--- src/rtl/tape_note_sequencer.sv ---
`default_nettype none
// ============================================================================
// Module   : tape_note_sequencer
// Brief    : Walks a note memory from address 0 and holds each fetched byte
//            as a note code for a fixed step; stops or loops at end of song.
// Revision : 1.0 - initial release
// ============================================================================
module tape_note_sequencer #(
  parameter int                ADDR_W     = 10,
  parameter int                DATA_W     = 8,
  parameter int                STEP_TICKS = 12500000,
  parameter logic [DATA_W-1:0] END_CODE   = 8'hFF
) (
  input  logic              clk,
  input  logic              rst,
  input  logic              play,
  input  logic              stop,
  input  logic              pause,
  input  logic              loop_en,
  output logic              mem_read_en,
  output logic              mem_write_en,
  output logic [ADDR_W-1:0] mem_addr,
  input  logic [DATA_W-1:0] mem_data,
  output logic [DATA_W-1:0] note_code,
  output logic              note_valid,
  output logic              busy,
  output logic              done,
  output logic [ADDR_W-1:0] cur_addr
);

  localparam int                  c_TIMER_W   = (STEP_TICKS > 2) ? $clog2(STEP_TICKS) : 1;
  // FETCH and CAPTURE consume two cycles of every step, so HOLD runs STEP_TICKS-2.
  localparam logic [c_TIMER_W-1:0] c_TICK_LAST = c_TIMER_W'(STEP_TICKS - 3);
  localparam logic [ADDR_W-1:0]    c_ADDR_LAST = '1;

  typedef enum logic [1:0] {
    S_IDLE    = 2'd0,
    S_FETCH   = 2'd1,
    S_CAPTURE = 2'd2,
    S_HOLD    = 2'd3
  } state_t;

  state_t               r_state;
  logic [ADDR_W-1:0]    r_ptr;
  logic [ADDR_W-1:0]    r_mem_addr;
  logic [ADDR_W-1:0]    r_cur_addr;
  logic [DATA_W-1:0]    r_note;
  logic                 r_note_valid;
  logic                 r_read_en;
  logic                 r_busy;
  logic                 r_done;
  logic [c_TIMER_W-1:0] r_timer;

  logic w_step_end;
  logic w_eos;

  assign w_step_end = (r_state == S_HOLD) && !pause && (r_timer == c_TICK_LAST);
  assign w_eos      = ((r_state == S_CAPTURE) && (mem_data == END_CODE)) ||
                      (w_step_end && (r_ptr == c_ADDR_LAST));

  always_ff @(posedge clk) begin
    if (rst) begin
      r_state      <= S_IDLE;
      r_ptr        <= '0;
      r_mem_addr   <= '0;
      r_cur_addr   <= '0;
      r_note       <= '0;
      r_note_valid <= 1'b0;
      r_read_en    <= 1'b0;
      r_busy       <= 1'b0;
      r_done       <= 1'b0;
      r_timer      <= '0;
    end else begin
      r_done    <= 1'b0;
      r_read_en <= 1'b0;
      if ((r_state != S_IDLE) && stop) begin
        r_state      <= S_IDLE;
        r_note       <= '0;
        r_note_valid <= 1'b0;
        r_busy       <= 1'b0;
      end else if (w_eos) begin
        if (loop_en) begin
          r_ptr      <= '0;
          r_mem_addr <= '0;
          r_read_en  <= 1'b1;
          r_state    <= S_FETCH;
        end else begin
          r_note       <= '0;
          r_note_valid <= 1'b0;
          r_done       <= 1'b1;
          r_busy       <= 1'b0;
          r_state      <= S_IDLE;
        end
      end else begin
        case (r_state)
          S_IDLE: begin
            if (play) begin
              r_ptr      <= '0;
              r_mem_addr <= '0;
              r_read_en  <= 1'b1;
              r_busy     <= 1'b1;
              r_state    <= S_FETCH;
            end
          end
          S_FETCH: begin
            r_state <= S_CAPTURE;
          end
          S_CAPTURE: begin
            r_note       <= mem_data;
            r_note_valid <= (mem_data != '0);
            r_cur_addr   <= r_ptr;
            r_timer      <= '0;
            r_state      <= S_HOLD;
          end
          S_HOLD: begin
            if (w_step_end) begin
              r_ptr      <= r_ptr + 1'b1;
              r_mem_addr <= r_ptr + 1'b1;
              r_read_en  <= 1'b1;
              r_state    <= S_FETCH;
            end else if (!pause) begin
              r_timer <= r_timer + 1'b1;
            end
          end
          default: r_state <= S_IDLE;
        endcase
      end
    end
  end

  assign mem_read_en  = r_read_en;
  assign mem_write_en = 1'b0;
  assign mem_addr     = r_mem_addr;
  assign note_code    = r_note;
  assign note_valid   = r_note_valid;
  assign busy         = r_busy;
  assign done         = r_done;
  assign cur_addr     = r_cur_addr;

endmodule
`default_nettype wire

--- config.mk ---
export PLATFORM = sky130hd
export DESIGN_NAME = tape_note_sequencer
export DESIGN_NICKNAME = d
export VERILOG_FILES = /design/src/rtl/tape_note_sequencer.sv
export SDC_FILE = /design/constraint.sdc
export NUM_CORES = 1
export LEC_CHECK = 0
export CAP_MARGIN = 15
export CORE_AREA = 3 3 87 89
export DETAILED_ROUTE_END_ITERATION = 16
export DIE_AREA = 0 0 90 92
export PLACE_DENSITY = 0.69
export SYNTH_ARGS = -nofsm -noshare
export SYNTH_HDL_FRONTEND = slang
export SYNTH_SLANG_ARGS = --single-unit
export TNS_END_PERCENT = 50
--- constraint.sdc ---
create_clock -name clk -period 2.4 [get_ports clk]
set_clock_uncertainty 0.2 [all_clocks]
set_input_delay 0.24 -clock clk [delete_from_list [all_inputs] [get_ports clk]]
set_output_delay 0.24 -clock clk [all_outputs]
set_load 0.01 [all_outputs]
==> flow_metrics.py <==
metrics = {
    "logic_synthesis": {
        "ys_ff_latch": 58,
        "synth-adder-area-share": 0.02893,
        "synth-edff-count": 0,
        "syn_inst": 353,
        "yosysUniqueCellTypes": 60,
        "synth_top_area_frac": 0.3835,
        "avgSynthCellArea_sq_um": 8.578,
        "yosys-top-cells-area": "dfxtp_1 38%, xnor2_1 6.1%, nor2_1 5.8%",
        "synthMuxAreaShare": 0.04752,
        "synth_nets": 374,
        "yosys.area_share.simple": 0.3107,
        "synth_compound_area_frac": 0.1120,
        "synth_warnings": 0,
        "ys_seq_area_frac": 0.3835,
        "synth-xor-area-share": 0.06364,
        "synthesis.area_sq_um": 3028,
        "async_flop_share": 0,
        "synth_ff_type": "dfxtp_1",
        "synth_top_cell_by_area": "dfxtp_1",
        "synth_top_family_by_area": "simple AND/OR/NAND/NOR gates",
    },
    "worst_setup_path": {
        "crit_required_ps": 2430,
        "crit_type": "reg -> reg",
        "cp_max_fo": 6,
        "cp-end-kind": "flip-flop",
        "startpoint_type": "flip-flop",
        "arrival_ps": 2620,
    },
    "drt": {
        "ant_nets": 0,
        "wirelength_um": 8633,
        "route.vias.total": 3111,
        "drt-initial-drc-count": 122,
        "vias_per_cell": 5.373,
        "wl_per_cell_um": 14.91,
        "drc": 0,
        "first_pass_iters": 5,
    },
    "timing": {
        "finalHoldViolCount": 0,
        "fin_crit_sh": 1.078,
        "tightest_slew_ps": 669.0,
        "finalSetupTns_ps": -2941,
        "fin_ws_ps": -186.1,
        "clock.fmax_mhz": 386.7,
        "min_period_ps": 2586,
        "rsz0062_at_grt": "true",
        "slew_headroom": 0.5516,
        "slew_violations": 0,
        "setup-violations-final": 24,
    },
    "grt": {
        "antenna_found_initial": 0,
        "overflow": 0,
        "grt_start_max_net_pins": 18,
        "grt_use_total": 0.2051,
        "first_global_vias": 2924,
        "grt_pass1_wl_um": 13760,
    },
    "placed_design": {
        "place_hpwl_um": 6150,
        "port_buffers": 45,
        "post-place-ws_ps": -360.5,
        "gp_congestion": 0.8152,
    },
    "die": {
        "die_w_um": 90,
        "core_sq_um": 6832,
        "die_h_um": 92,
        "start_util": 0.4432,
        "io_pins": 47,
        "num_rows": 30,
        "die_area_sq_um": 8280,
    },
    "clock_network": {
        "cts_tree": "done",
        "ctsHoldBuffers": 0,
        "cts_buffers": 9,
        "clock_sinks": 58,
        "htreeDepth": 3,
        "cts_root_buffer": "clkbuf_8",
        "clk_latency_ps": 340,
        "clock_path_buffers": 2,
        "path_clk_slew_ps": 70,
    },
    "final_layout": {
        "area_growth_pct": 48.88,
        "final_cell_mix": "85 x buf_4, 55 x dfxtp_1, 46 x nor2_1",
        "final_common_cell": "buf_4",
        "final_util": 0.6599,
        "layout-drive-gt1-share": 0.3147,
        "nets": 499,
        "antennaDiodeCount": 0,
    },
    "pwr": {
        "power_mw": 2.757,
        "p_leak_nw": 1.703,
        "power_density_nw_per_um2": 611.5,
        "peakVddDrop_mv": 0.3962,
    },
    "outcome": {
        "violations": "setup timing",
        "status": "finished with violations",
    },
    "run": {
        "max_cap_violations": 0,
    },
    "hold_path": {
        "hold_path.class": "reg -> reg",
    },
}
[area by class of cell]
class                   instances  area, sq um
flip-flops and latches         58         1165
inverters                      12        45.04
fillers                       571         2323
clock buffers                  13        148.9
multi-input cells             263         1868
well taps                      96        120.1
clock inverters                 3        15.01
repair buffers                134         1146
[power by group]
part / leakage, nW / internal (mW) / switching (mW)
Sequential: 0.470 / 1.03 / 0.0416
Combinational: 1.15 / 0.435 / 0.458
Clock: 0.0872 / 0.399 / 0.394
Total: 1.70 / 1.86 / 0.893
[stage by stage]
stage / area, sq um / instances / hold WS (ps)
2_1_floorplan: 3028 / 353 / 119.3
3_3_place_gp: 4103 / 555 / 261.3
3_5_place_dp: 4103 / 555 / 267.7
4_1_cts: 4343 / 573 / 278.6
5_1_grt: 4508 / 579 / 295.9
6_report: 4508 / 579 / 280.9
[flip-flops by register name (all words and copies together), names as in the netlist]
name	cells
busy	1
cur_addr	10
done	1
mem_addr	10
mem_read_en	1
note_code	8
note_valid	1
r_state	2
r_timer	24
[path summary, 6_finish.rpt]
kind | start | endpoint | slack (ps) | depth (start not counted)
setup / recovery | r_timer[22]$_SDFFE_PP0P_ | mem_addr[2]$_SDFFE_PP0P_ | -190 | 7
hold / removal | note_code[5]$_SDFFE_PP0P_ | note_code[5]$_SDFFE_PP0P_ | 280 | 2
setup reg to reg | r_timer[22]$_SDFFE_PP0P_ | mem_addr[2]$_SDFFE_PP0P_ | -190 | 7
hold reg to reg | note_code[5]$_SDFFE_PP0P_ | note_code[5]$_SDFFE_PP0P_ | 280 | 2
[worst max-delay path, stage by stage (launching register included)]
cell     delay [ps]
dfxtp_2         340
nor4_4          290
or4b_4          520
nor4_4          340
buf_4           180
o221a_2         200
nor3_2           70
a221o_1         330
[repair_timing]
| action | CTS | global route |
|---|---|---|
| gates resized for setup | 14 | 25 |
| endpoints found under the setup margin | 37 | 56 |
| pin swaps | 8 | 12 |
| endpoints found under the hold margin | 0 | 0 |
| buffers inserted | 2 | 6 |
[cell families (layout without fill, tap and decap cells)]
kind of cell               Yosys count  count (layout)
xor gates and xnor gates            22              22
AOI/OAI and AO/OA                   50              50
other                                1               1
buffers and inverters               32             162
DFF                                 58              58
adders and majority gates            7               7
muxes                               14              14
and+or+nand+nor                    169             169
[layer usage]
metal | wire (um) | global-route usage | up-vias
met5 | 0 | 0 | -
met4 | 156 | 0.09056 | 0
met3 | 373 | 0.03610 | 13
met2 | 4370 | 0.3566 | 81
met1 | 3733 | 0.2477 | 1485
li1 | - | - | 1532
[synth_stat cells, types with 2 or more instances]
cell and number:
and3_1 8, ha_1 7, nand4_1 6, nor2_1 47, a221o_1 4, a31oi_1 2
inv_1 12, nand3_2 2, o211ai_1 2, nor4_1 17, or3_1 6, nand2b_1 2
nand2_1 26, xnor2_1 21, buf_4 3, nor4_2 3, mux2_2 3, buf_6 2
a21oi_1 15, or4b_1 2, nor3_2 2, buf_2 4, o2bb2ai_1 2, and4_1 3
mux2i_1 11, o31ai_1 2, nand3_1 16, or4_1 3, clkbuf_1 9, dfxtp_1 58
o21ai_0 12, nor3_1 13
(Power assumes the default switching activity.)
